--- config.mk ---
export PLATFORM = sky130hd
export DESIGN_NAME = plot_arbiter_flat
export DESIGN_NICKNAME = d
export VERILOG_FILES = /design/src/rtl/plot_arbiter_pkg.sv /design/src/rtl/plot_arbiter_if.sv /design/src/rtl/plot_arbiter_clear_sweeper.sv /design/src/rtl/plot_arbiter.sv /design/src/flat_wrapper.sv
export SDC_FILE = /design/constraint.sdc
export NUM_CORES = 1
export LEC_CHECK = 0
export ABC_AREA = 0
export BUFFER_PORTS_ARGS = -buffer_cell sky130_fd_sc_hd__buf_2
export CORE_MARGIN = 8
export CORE_UTILIZATION = 40
export CTS_CLUSTER_SIZE = 14
export DETAILED_ROUTE_END_ITERATION = 7
export PLACE_DENSITY = 0.66
export SLEW_MARGIN = 15
export SYNTH_ARGS = -nofsm -noshare
export SYNTH_HDL_FRONTEND = slang
export SYNTH_SLANG_ARGS = --single-unit
--- constraint.sdc ---
create_clock -name clk -period 1.6 [get_ports clk]
set_input_delay 0.16 -clock clk [delete_from_list [all_inputs] [get_ports clk]]
set_output_delay 0.16 -clock clk [all_outputs]
set_load 0.1 [all_outputs]
--- src/rtl/plot_arbiter_pkg.sv ---
`default_nettype none
// ============================================================================
//  Module   : plot_arbiter_pkg
//  Brief    : Shared widths, screen geometry, state encoding and the
//             round-robin grant helper for the pixel-port arbiter.
//  Revision : 1.0 - initial release
// ============================================================================
package plot_arbiter_pkg;

    // Pixel-port widths, also reused by the processor-side blocks
    localparam int c_XW = 8;
    localparam int c_YW = 7;
    localparam int c_CW = 3;

    // Last column/row swept by the screen clear
    localparam int c_XMAX = 159;
    localparam int c_YMAX = 119;

    // Background colour written by the clear sweep
    localparam logic [2:0] c_CLEAR_COLOR = 3'b000;

    // Arbiter state encoding
    typedef enum logic [0:0] {
        ARB   = 1'b0,
        CLEAR = 1'b1
    } arb_state_t;

    // Round-robin grant: a lone request wins outright; on contention the
    // requester that did not win last time is chosen. Result is {grant1, grant0}.
    function automatic logic [1:0] rr_grant(input logic req0,
                                            input logic req1,
                                            input logic last_grant);
        logic [1:0] grant;
        grant = 2'b00;
        if (req0 && req1) begin
            grant = last_grant ? 2'b01 : 2'b10;
        end else if (req0) begin
            grant = 2'b01;
        end else if (req1) begin
            grant = 2'b10;
        end
        return grant;
    endfunction

endpackage
`default_nettype wire

--- src/rtl/plot_arbiter_if.sv ---
`default_nettype none
// ============================================================================
//  Module   : plot_arbiter_if
//  Brief    : Requester handshakes, clear control and VGA pixel-write port
//             of the plot arbiter, bundled with master/slave views.
//  Revision : 1.0 - initial release
// ============================================================================
interface plot_arbiter_if
    import plot_arbiter_pkg::*;
#(
    parameter int XW = c_XW,
    parameter int YW = c_YW,
    parameter int CW = c_CW
);

    // Screen clear control
    logic          clear_req;
    logic          clear_busy;

    // Requester 0
    logic          req0;
    logic [XW-1:0] x0;
    logic [YW-1:0] y0;
    logic [CW-1:0] c0;
    logic          ack0;

    // Requester 1
    logic          req1;
    logic [XW-1:0] x1;
    logic [YW-1:0] y1;
    logic [CW-1:0] c1;
    logic          ack1;

    // VGA adapter write port
    logic [XW-1:0] xpos;
    logic [YW-1:0] ypos;
    logic [CW-1:0] color;
    logic          plot;

    // Arbiter side
    modport slave (
        input  clear_req,
        input  req0, x0, y0, c0,
        input  req1, x1, y1, c1,
        output clear_busy, ack0, ack1,
        output xpos, ypos, color, plot
    );

    // Requester / adapter side
    modport master (
        output clear_req,
        output req0, x0, y0, c0,
        output req1, x1, y1, c1,
        input  clear_busy, ack0, ack1,
        input  xpos, ypos, color, plot
    );

endinterface
`default_nettype wire

--- src/rtl/plot_arbiter_clear_sweeper.sv ---
`default_nettype none
// ============================================================================
//  Module   : plot_arbiter_clear_sweeper
//  Brief    : Raster counter (cx, cy) walking every pixel from (0,0) to
//             (XMAX,YMAX) one step per cycle, flagging the final pixel.
//  Revision : 1.0 - initial release
// ============================================================================
module plot_arbiter_clear_sweeper
    import plot_arbiter_pkg::*;
#(
    parameter int XW   = c_XW,
    parameter int YW   = c_YW,
    parameter int XMAX = c_XMAX,
    parameter int YMAX = c_YMAX
) (
    input  logic          clk,
    input  logic          reset,
    input  logic          start,
    input  logic          step,
    output logic [XW-1:0] cx,
    output logic [YW-1:0] cy,
    output logic          last
);

    localparam logic [XW-1:0] c_X_LAST = XW'(XMAX);
    localparam logic [YW-1:0] c_Y_LAST = YW'(YMAX);

    logic [XW-1:0] r_cx;
    logic [YW-1:0] r_cy;
    logic          w_x_wrap;
    logic          w_last;

    assign w_x_wrap = (r_cx == c_X_LAST);
    assign w_last   = w_x_wrap && (r_cy == c_Y_LAST);

    assign cx   = r_cx;
    assign cy   = r_cy;
    assign last = w_last;

    // Advance the raster position; wrap to (0,0) after the last pixel so the
    // counters never run past XMAX/YMAX.
    always_ff @(posedge clk) begin
        if (reset || start) begin
            r_cx <= '0;
            r_cy <= '0;
        end else if (step) begin
            if (w_x_wrap) begin
                r_cx <= '0;
                r_cy <= w_last ? '0 : r_cy + 1'b1;
            end else begin
                r_cx <= r_cx + 1'b1;
            end
        end
    end

endmodule
`default_nettype wire

--- src/rtl/plot_arbiter.sv ---
`default_nettype none
// ============================================================================
//  Module   : plot_arbiter
//  Brief    : Shares the VGA pixel-write port between two req/ack requesters
//             (round-robin on contention) and runs a full-screen clear sweep.
//  Revision : 1.0 - initial release
// ============================================================================
module plot_arbiter
    import plot_arbiter_pkg::*;
#(
    parameter int            XW          = c_XW,
    parameter int            YW          = c_YW,
    parameter int            CW          = c_CW,
    parameter int            XMAX        = c_XMAX,
    parameter int            YMAX        = c_YMAX,
    parameter logic [CW-1:0] CLEAR_COLOR = CW'(c_CLEAR_COLOR)
) (
    input  logic            clk,
    input  logic            reset,
    plot_arbiter_if.slave   bus
);

    arb_state_t    r_state;
    logic          r_last_grant;
    logic [XW-1:0] r_xpos;
    logic [YW-1:0] r_ypos;
    logic [CW-1:0] r_color;
    logic          r_plot;
    logic          r_busy;

    logic          w_arb_open;
    logic [1:0]    w_grant;
    logic          w_start;
    logic          w_step;
    logic [XW-1:0] w_cx;
    logic [YW-1:0] w_cy;
    logic          w_last;

    // Grants are only offered while arbitrating with no clear pending and no
    // reset, so nothing is acknowledged on an edge that would discard it.
    assign w_arb_open = ~reset && (r_state == ARB) && ~bus.clear_req;
    assign w_grant    = w_arb_open ? rr_grant(bus.req0, bus.req1, r_last_grant) : 2'b00;

    assign bus.ack0       = w_grant[0];
    assign bus.ack1       = w_grant[1];
    assign bus.xpos       = r_xpos;
    assign bus.ypos       = r_ypos;
    assign bus.color      = r_color;
    assign bus.plot       = r_plot;
    assign bus.clear_busy = r_busy;

    assign w_start = (r_state == ARB) && bus.clear_req;
    assign w_step  = (r_state == CLEAR);

    plot_arbiter_clear_sweeper #(
        .XW   (XW),
        .YW   (YW),
        .XMAX (XMAX),
        .YMAX (YMAX)
    ) u_sweeper (
        .clk   (clk),
        .reset (reset),
        .start (w_start),
        .step  (w_step),
        .cx    (w_cx),
        .cy    (w_cy),
        .last  (w_last)
    );

    // Arbitration / clear state machine with registered pixel-port outputs
    always_ff @(posedge clk) begin
        if (reset) begin
            r_state      <= ARB;
            r_last_grant <= 1'b1;
            r_xpos       <= '0;
            r_ypos       <= '0;
            r_color      <= '0;
            r_plot       <= 1'b0;
            r_busy       <= 1'b0;
        end else begin
            case (r_state)
                ARB: begin
                    if (bus.clear_req) begin
                        r_state <= CLEAR;
                        r_busy  <= 1'b1;
                        r_plot  <= 1'b0;
                    end else if (w_grant[0]) begin
                        r_xpos       <= bus.x0;
                        r_ypos       <= bus.y0;
                        r_color      <= bus.c0;
                        r_plot       <= 1'b1;
                        r_last_grant <= 1'b0;
                    end else if (w_grant[1]) begin
                        r_xpos       <= bus.x1;
                        r_ypos       <= bus.y1;
                        r_color      <= bus.c1;
                        r_plot       <= 1'b1;
                        r_last_grant <= 1'b1;
                    end else begin
                        r_plot <= 1'b0;
                    end
                end
                CLEAR: begin
                    // clear_req is ignored here; the sweep always runs to the end
                    r_xpos  <= w_cx;
                    r_ypos  <= w_cy;
                    r_color <= CLEAR_COLOR;
                    r_plot  <= 1'b1;
                    if (w_last) begin
                        r_state <= ARB;
                        r_busy  <= 1'b0;
                    end
                end
                default: begin
                    r_state <= ARB;
                    r_busy  <= 1'b0;
                    r_plot  <= 1'b0;
                end
            endcase
        end
    end

endmodule
`default_nettype wire

--- src/flat_wrapper.sv ---
// flat-port wrapper written by rule: the top's interface ports become plain ports
module plot_arbiter_flat import plot_arbiter_pkg::*;
#(
    parameter int            XW          = c_XW,
    parameter int            YW          = c_YW,
    parameter int            CW          = c_CW,
    parameter int            XMAX        = c_XMAX,
    parameter int            YMAX        = c_YMAX,
    parameter logic [CW-1:0] CLEAR_COLOR = CW'(c_CLEAR_COLOR)
)
  (clk, reset, bus_clear_req, bus_req0, bus_x0, bus_y0, bus_c0, bus_req1, bus_x1, bus_y1, bus_c1, bus_clear_busy, bus_ack0, bus_ack1, bus_xpos, bus_ypos, bus_color, bus_plot);
  plot_arbiter_if #(.XW(XW), .YW(YW), .CW(CW)) bus_i ();
  input  logic clk;
  input  logic reset;
  input wire logic [$bits(bus_i.clear_req)-1:0] bus_clear_req;
  input wire logic [$bits(bus_i.req0)-1:0] bus_req0;
  input wire logic [$bits(bus_i.x0)-1:0] bus_x0;
  input wire logic [$bits(bus_i.y0)-1:0] bus_y0;
  input wire logic [$bits(bus_i.c0)-1:0] bus_c0;
  input wire logic [$bits(bus_i.req1)-1:0] bus_req1;
  input wire logic [$bits(bus_i.x1)-1:0] bus_x1;
  input wire logic [$bits(bus_i.y1)-1:0] bus_y1;
  input wire logic [$bits(bus_i.c1)-1:0] bus_c1;
  output wire logic [$bits(bus_i.clear_busy)-1:0] bus_clear_busy;
  output wire logic [$bits(bus_i.ack0)-1:0] bus_ack0;
  output wire logic [$bits(bus_i.ack1)-1:0] bus_ack1;
  output wire logic [$bits(bus_i.xpos)-1:0] bus_xpos;
  output wire logic [$bits(bus_i.ypos)-1:0] bus_ypos;
  output wire logic [$bits(bus_i.color)-1:0] bus_color;
  output wire logic [$bits(bus_i.plot)-1:0] bus_plot;
  assign bus_i.clear_req = bus_clear_req;
  assign bus_i.req0 = bus_req0;
  assign bus_i.x0 = bus_x0;
  assign bus_i.y0 = bus_y0;
  assign bus_i.c0 = bus_c0;
  assign bus_i.req1 = bus_req1;
  assign bus_i.x1 = bus_x1;
  assign bus_i.y1 = bus_y1;
  assign bus_i.c1 = bus_c1;
  assign bus_clear_busy = bus_i.clear_busy;
  assign bus_ack0 = bus_i.ack0;
  assign bus_ack1 = bus_i.ack1;
  assign bus_xpos = bus_i.xpos;
  assign bus_ypos = bus_i.ypos;
  assign bus_color = bus_i.color;
  assign bus_plot = bus_i.plot;
  plot_arbiter #(.XW(XW), .YW(YW), .CW(CW), .XMAX(XMAX), .YMAX(YMAX), .CLEAR_COLOR(CLEAR_COLOR)) u_core (.clk(clk), .reset(reset), .bus(bus_i));
endmodule
Word level (Yosys, flattened, before mapping)
Cells that the tools add are included.

operators by class
  shift operators = 0
  bitwise logic cells = 3
  reduce and logical (&&, ||, !) cells = 11
  multipliers = 0
  add/subtract/negate cells = 2
  equal/unequal tests = 6
  order comparisons = 0
  mux-type cells = 31
  div/mod/pow operators = 0

operators by type and width
  kind                                            count
  2-to-1 mux 8 bit                                4
  2-to-1 mux 7 bit                                4
  case mux 8 bit (2 select lines)                 1
  case mux 7 bit (2 select lines)                 1
  2-to-1 mux 2 bit                                5
  2-to-1 mux 1 bit                                9
  2-to-1 mux 3 bit                                3
  adder 8 x 1 -> 8 bit (second input constant)    1
  == test 8 bit (second input constant)           1
  adder 7 x 1 -> 7 bit (second input constant)    1
  == test 7 bit (second input constant)           1
  != test 2 bit (second input constant)           3
  case mux 1 bit (2 select lines)                 3
  case mux 3 bit (2 select lines)                 1
  AND reduction 2 bit                             3
  logical AND 1 bit                               5
  != test 3 x 1 -> 1 bit (second input constant)  1
  inverter 1 bit                                  3
  AND reduction 3 bit                             1
  nonzero test 2 bit                              1
  logical OR 1 bit                                1

storage, ports and cells
  bits in latches = 0
  bits in writable memories = 0
  bits in read-only memories = 0
  input bits = 41
  logic and storage cells = 62
  flip-flop bits (word level) = 37
  memories kept = 0
  output and inout bits = 22

Longest topological paths before layout
  word-level depth = 8
  mapped depth = 6
  depth with buffers taken out = 5

By module
From an unflattened synthesis, not the netlist that was laid out.

unflattened totals
  cells, all modules = 199
  area total of the unflattened synthesis = 1,911.8 sq um

modules (own cells, without submodules)
  module                      times used  area an instance (sq um)  cells an instance  seq. area each (sq um)
  plot_arbiter                1           1,131.1                   114                440.4
  plot_arbiter_clear_sweeper  1           780.7                     85                 300.3

Worst setup path before layout
No wires, ideal clock.

  path kind = register to output
  start point = reg u_core.r_state
  end point = out bus_ack1
  data arrival time = 1,715 ps
  required time = 1,440 ps
  path buffers = 2
  stages on the path, launching flop included = 5
  path slack = -275 ps
  cell sequence = dfxtp_1 > buf_4 > nor2_1 > clkbuf_1 > and4b_1

between the ends
  cells in the longest elaborated chain, start to end = 4

ends and longest elaborated chain
  item                             RTL line             text
  start: declaration               plot_arbiter.sv:23   arb_state_t r_state;
  start signal: assignment         plot_arbiter.sv:73   r_state <= ARB;
  start signal: assignment         plot_arbiter.sv:84   r_state <= CLEAR;
  start signal: assignment         plot_arbiter.sv:110  r_state <= ARB;
  inverter 1 bit (no source line)  n/a
  logical AND 1 bit (2 in a row)   plot_arbiter.sv:41   assign w_arb_open = ~reset && (r_state == ARB) && ~bus.clear_req;
  2-to-1 mux 2 bit                 plot_arbiter.sv:42   assign w_grant = w_arb_open ? rr_grant(bus.req0, bus.req1, r_last_grant) : 2'b00;
  end: declaration                 flat_wrapper.sv:26   output wire logic [$bits(bus_i.ack1)-1:0] bus_ack1;

No other way between the ends.

Worst setup path in the final report
Ends and elaborated chain as after synthesis.

==> results.md <==
Worst hold path:
- The worst hold-check path type is input port to register.
- The depth of the worst hold-timing path is 3.

Synth:
- The share of synthesized area in the top cell type comes to 40.8%.
- The largest area contributor in the netlist is dfxtp_1.
- The synthesized area per cell is 8.30 sq um.
- The post-synthesis instance area is 1820 sq um.
- Yosys printed 0 warnings.
- The synthesized netlist contains 40 unique library cells.
- Synthesis inferred 37 register bits.
- By area the synthesized netlist is led by dfxtp_1 41%, a211oi_1 5.8%, nand2_1 5.8%, o21ai_0 5.5%, and3_1 5.2%.
- The number of nets in the synthesized netlist is 262.
- Sequential cells were found to cover 40.8% of the synthesized design area.
- The cell count after synthesis is 219.

Placement:
- Including well taps, the total number of placed cells is 338.
- The sum of net half-perimeters after detailed placement is 3.91 mm.
- The number of input and output port buffers inserted is 62.
- The final estimated routing congestion in global placement is 0.794.

STA:
- The number of hold violations in the final report is 0.
- Setup repair after global routing left no endpoint under its margin.
- The minimum clock period is 1.52 ns.
- Measured against its own limit, the worst slew margin works out to 66.9%.
- The post-route fraction of the period consumed by the critical path is 95.1%.
- For the pin with the worst max-slew slack, the measured transition is 0.500 ns.
- The count of endpoints failing setup in the final report is 0.
- The total count of max-transition violations in the final report is 0.
- Based on the critical path, the design can be clocked at up to 657 MHz.
- Across the routed clock network, the largest skew measured is 0.00297 ns.

Global routing:
- The number of antenna violations at the first check in global routing came to 0.
- After global routing the overflow that remains totals 0.
- Entering global routing, the biggest net connects 22 pins.
- Global routing used 15.2% of the available tracks.
- The global-route wire length before repair is 8.91 mm.
- The via count of the first global-routing pass is 1801.

Layout:
- The number of cells in the finished layout apart from fillers is 349.
- Relative to the synthesized area, the layout overhead comes to 35.4%.
- The net total in the final layout is 339.
- Leaving out fill and tap cells, the most frequent cells in the layout are 60 x buf_2, 35 x dfxtp_1, 28 x nand2_1.
- The repair_antennas step left the layout with diodes totalling 0.
- The area occupied by registers is 743 sq um.
- Leaving out fill and tap cells, the most frequent cell in the layout is buf_2.
- The layout has 412 filler cells.
- Summing all multi-input logic gate instances after layout gives 1020 sq um.
- Cells with a size suffix above 1 make up 35.7% of the layout.

Routing:
- The length of the first detailed-routing pass in iterations is 4.
- Using the TritonRoute via totals, the vias-per-cell ratio works out to 5.42.
- Once detail routing completed, the nets flagged for antenna violations numbered 0.
- Detailed routing inserted a total of 1890 vias.
- Wires add up to 5.35 mm.
- After detailed routing, the average wire length per cell comes to 15.3 microns.
- The detailed router finished its first iteration with 109 violations.
- In the routed design, unresolved DRC markers number 0.

CTS:
- The H-tree level count is 2.
- The number of hold-repair buffers added at the cts stage is 0.
- The number of clock sinks is 37.
- The tree is rooted in a clkbuf_8.
- The maximum root-to-sink buffer count is 2.
- The clock insertion delay at the later pin of the skew report is 0.29 ns.
- The clock slew seen by the registers of the worst setup and hold paths is 0.07 ns.
- The CTS buffer count is 5.
- TritonCTS built the clock tree.

Worst setup path:
- At the worst endpoint, the required time is 1.44 ns.
- The depth of the worst register-to-register path is 5.
- The slowest stage of the critical path belongs to the cell dfxtp_2.
- For the worst setup path, the data arrival time is 1.36 ns.
- The worst setup path is launched from a register.
- The buffer and inverter count on the worst path is 2.
- In this run the worst path has a maximum fanout of 5.
- The critical path goes through buf_4 > nor2_1 > and4b_2 > buf_12.
- The category of the worst setup path capture point is an output pin.
- The type of the worst setup path is register to output pin.
- The largest incremental delay on the critical path is 0.34 ns.
- The cell family contributing the most delay on the critical path is simple AND/OR/NAND/NOR gates.
- The number of logic stages on the critical path including buffering is 4.

Die:
- The total core area is 4350 sq um.
- Once the floorplan was initialized, standard cells occupied 41.7% of the core.
- The die width is 83.4 microns.
- During I/O placement, the number of pins put on the boundary was 63.
- The number of placement rows is 24.
- The area of the die is 6950 sq um.
- In this run the vertical extent of the chip is 83.4 microns.

Pwr:
- In this run the static leakage power is 0.00112 uW.
- The overall power after layout is 2250 uW.
- Power spread over the standard cell area amounts to 913 nW/um^2.
- The worst-case IR drop observed on VDD is 382 uV.

Flow run:
- The tool flagged a number of max-cap violations equal to 0.

Status:
- The flow ran to the end, and the final reports show no timing, DRC or antenna violations.
## cell usage after synthesis
master    number
nand2_1       28
or3_1          1
o22ai_1        1
nor2_1        21
inv_2          1
buf_2          4
and3_1        15
a32oi_1        2
clkbuf_8       1
nand3b_1       1
a21o_1         1
a31oi_1        4
nor2b_1        3
and4b_1        2
buf_6          1
nand3_1        5
a21oi_1        2
ha_1           2
and2_1         1
xnor2_1        3
dfxtp_1       37
o21ai_0       20
nand4_1        4
nor3_1         3
and4_1         2
nand2_4        1
a211oi_1      14
or2_1          1
clkbuf_2       3
nor4b_4        1
mux2i_1        4
or2_2          2
nor4bb_1       1
clkbuf_1       5
buf_4          1
nand2b_1       2
o32ai_1        1
xor2_1         7
o31ai_1        1
o21ai_1       10
## final timing paths
check | end | startpoint | slack (ns)
hold reg to reg | u_core.u_sweeper.cy[0] | u_core.u_sweeper.cy[0] | 0.49
setup / recovery | bus_ack1 | u_core.r_state | 0.08
hold / removal | u_core.bus.color[0] | bus_c1[0] | 0.13
setup reg to reg | u_core.u_sweeper.cy[5] | u_core.u_sweeper.cx[7] | 0.11
## final cells by class
class | instances | area share (%)
multi-input combinational | 166 | 41.3
sequential | 37 | 30.2
timing repair buffer | 85 | 20.9
clock buffer | 7 | 3.51
tap | 52 | 2.64
clock inverter | 1 | 1.22
inverter | 1 | 0.254
## tightest hold or removal path: cells and delay by family
family	cells	cell delay [ns]
AO/OA/AOI/OAI	1	0.08
buffers and inverters	1	0.09
AND/OR/NAND/NOR	1	0.05
## flip-flops by register name (all words and copies together) (netlist names)
signal / cells
u_core.r_state: 1
u_core.bus.color: 3
u_core.bus.ypos: 7
u_core.bus.clear_busy: 1
u_core.bus.xpos: 8
u_core.u_sweeper.cy: 7
u_core.u_sweeper.cx: 8
u_core.r_last_grant: 1
u_core.bus.plot: 1
## cells by family (layout without fill, tap and decap cells)
logic type	Yosys count	in the layout	share of synthesized area [%]
simple gates	94	94	27.3
compound gates	56	56	18.6
flops	37	37	40.8
buf+inv	16	94	4.96
xor+xnor	10	10	4.82
mux	4	4	2.20
fa+ha+maj	2	2	1.38
## report_power, final
part	total (uW)	internal, uW	switching [uW]
clock network	837	508	329
logic	441	125	316
registers	967	951	16.2
total	2250	1580	661
## what timing repair did
item / CTS / global route
pin swaps: 1 / 1
setup endpoints to repair: 1 / 9
setup buffers: 3 / 0
gates resized for setup: 0 / 7
endpoints found under the hold margin: 0 / 0
## layer usage
layer / wire length [microns] / vias up / share of wire, % / GRT usage, %
met5: 0 / - / 0 / 0
met4: 51 / 0 / 0.95 / 4.47
met3: 471 / 7 / 8.8 / 5.57
met2: 2400 / 83 / 45 / 23.5
met1: 2430 / 863 / 45 / 19.2
li1: - / 937 / - / -
## per-stage QoR
| step | instance area (sq um) | setup slack, ns | hold WS [ns] | util, % | TNS (ns) |
|---|---|---|---|---|---|
| after floorplan | 1820 | -0.0125 | 0.312 | - | -0.0125 |
| after global placement | 2290 | 0.129 | 0.430 | 52.7 | 0 |
| after detailed placement | 2290 | 0.0996 | 0.429 | 52.7 | 0 |
| after CTS | 2430 | 0.0518 | 0.126 | 55.9 | 0 |
| after global routing | 2460 | 0.00631 | 0.134 | 56.5 | 0 |
| final | 2460 | 0.0780 | 0.130 | 56.5 | 0 |
No activity file was read; power rests on OpenSTA's default activity.
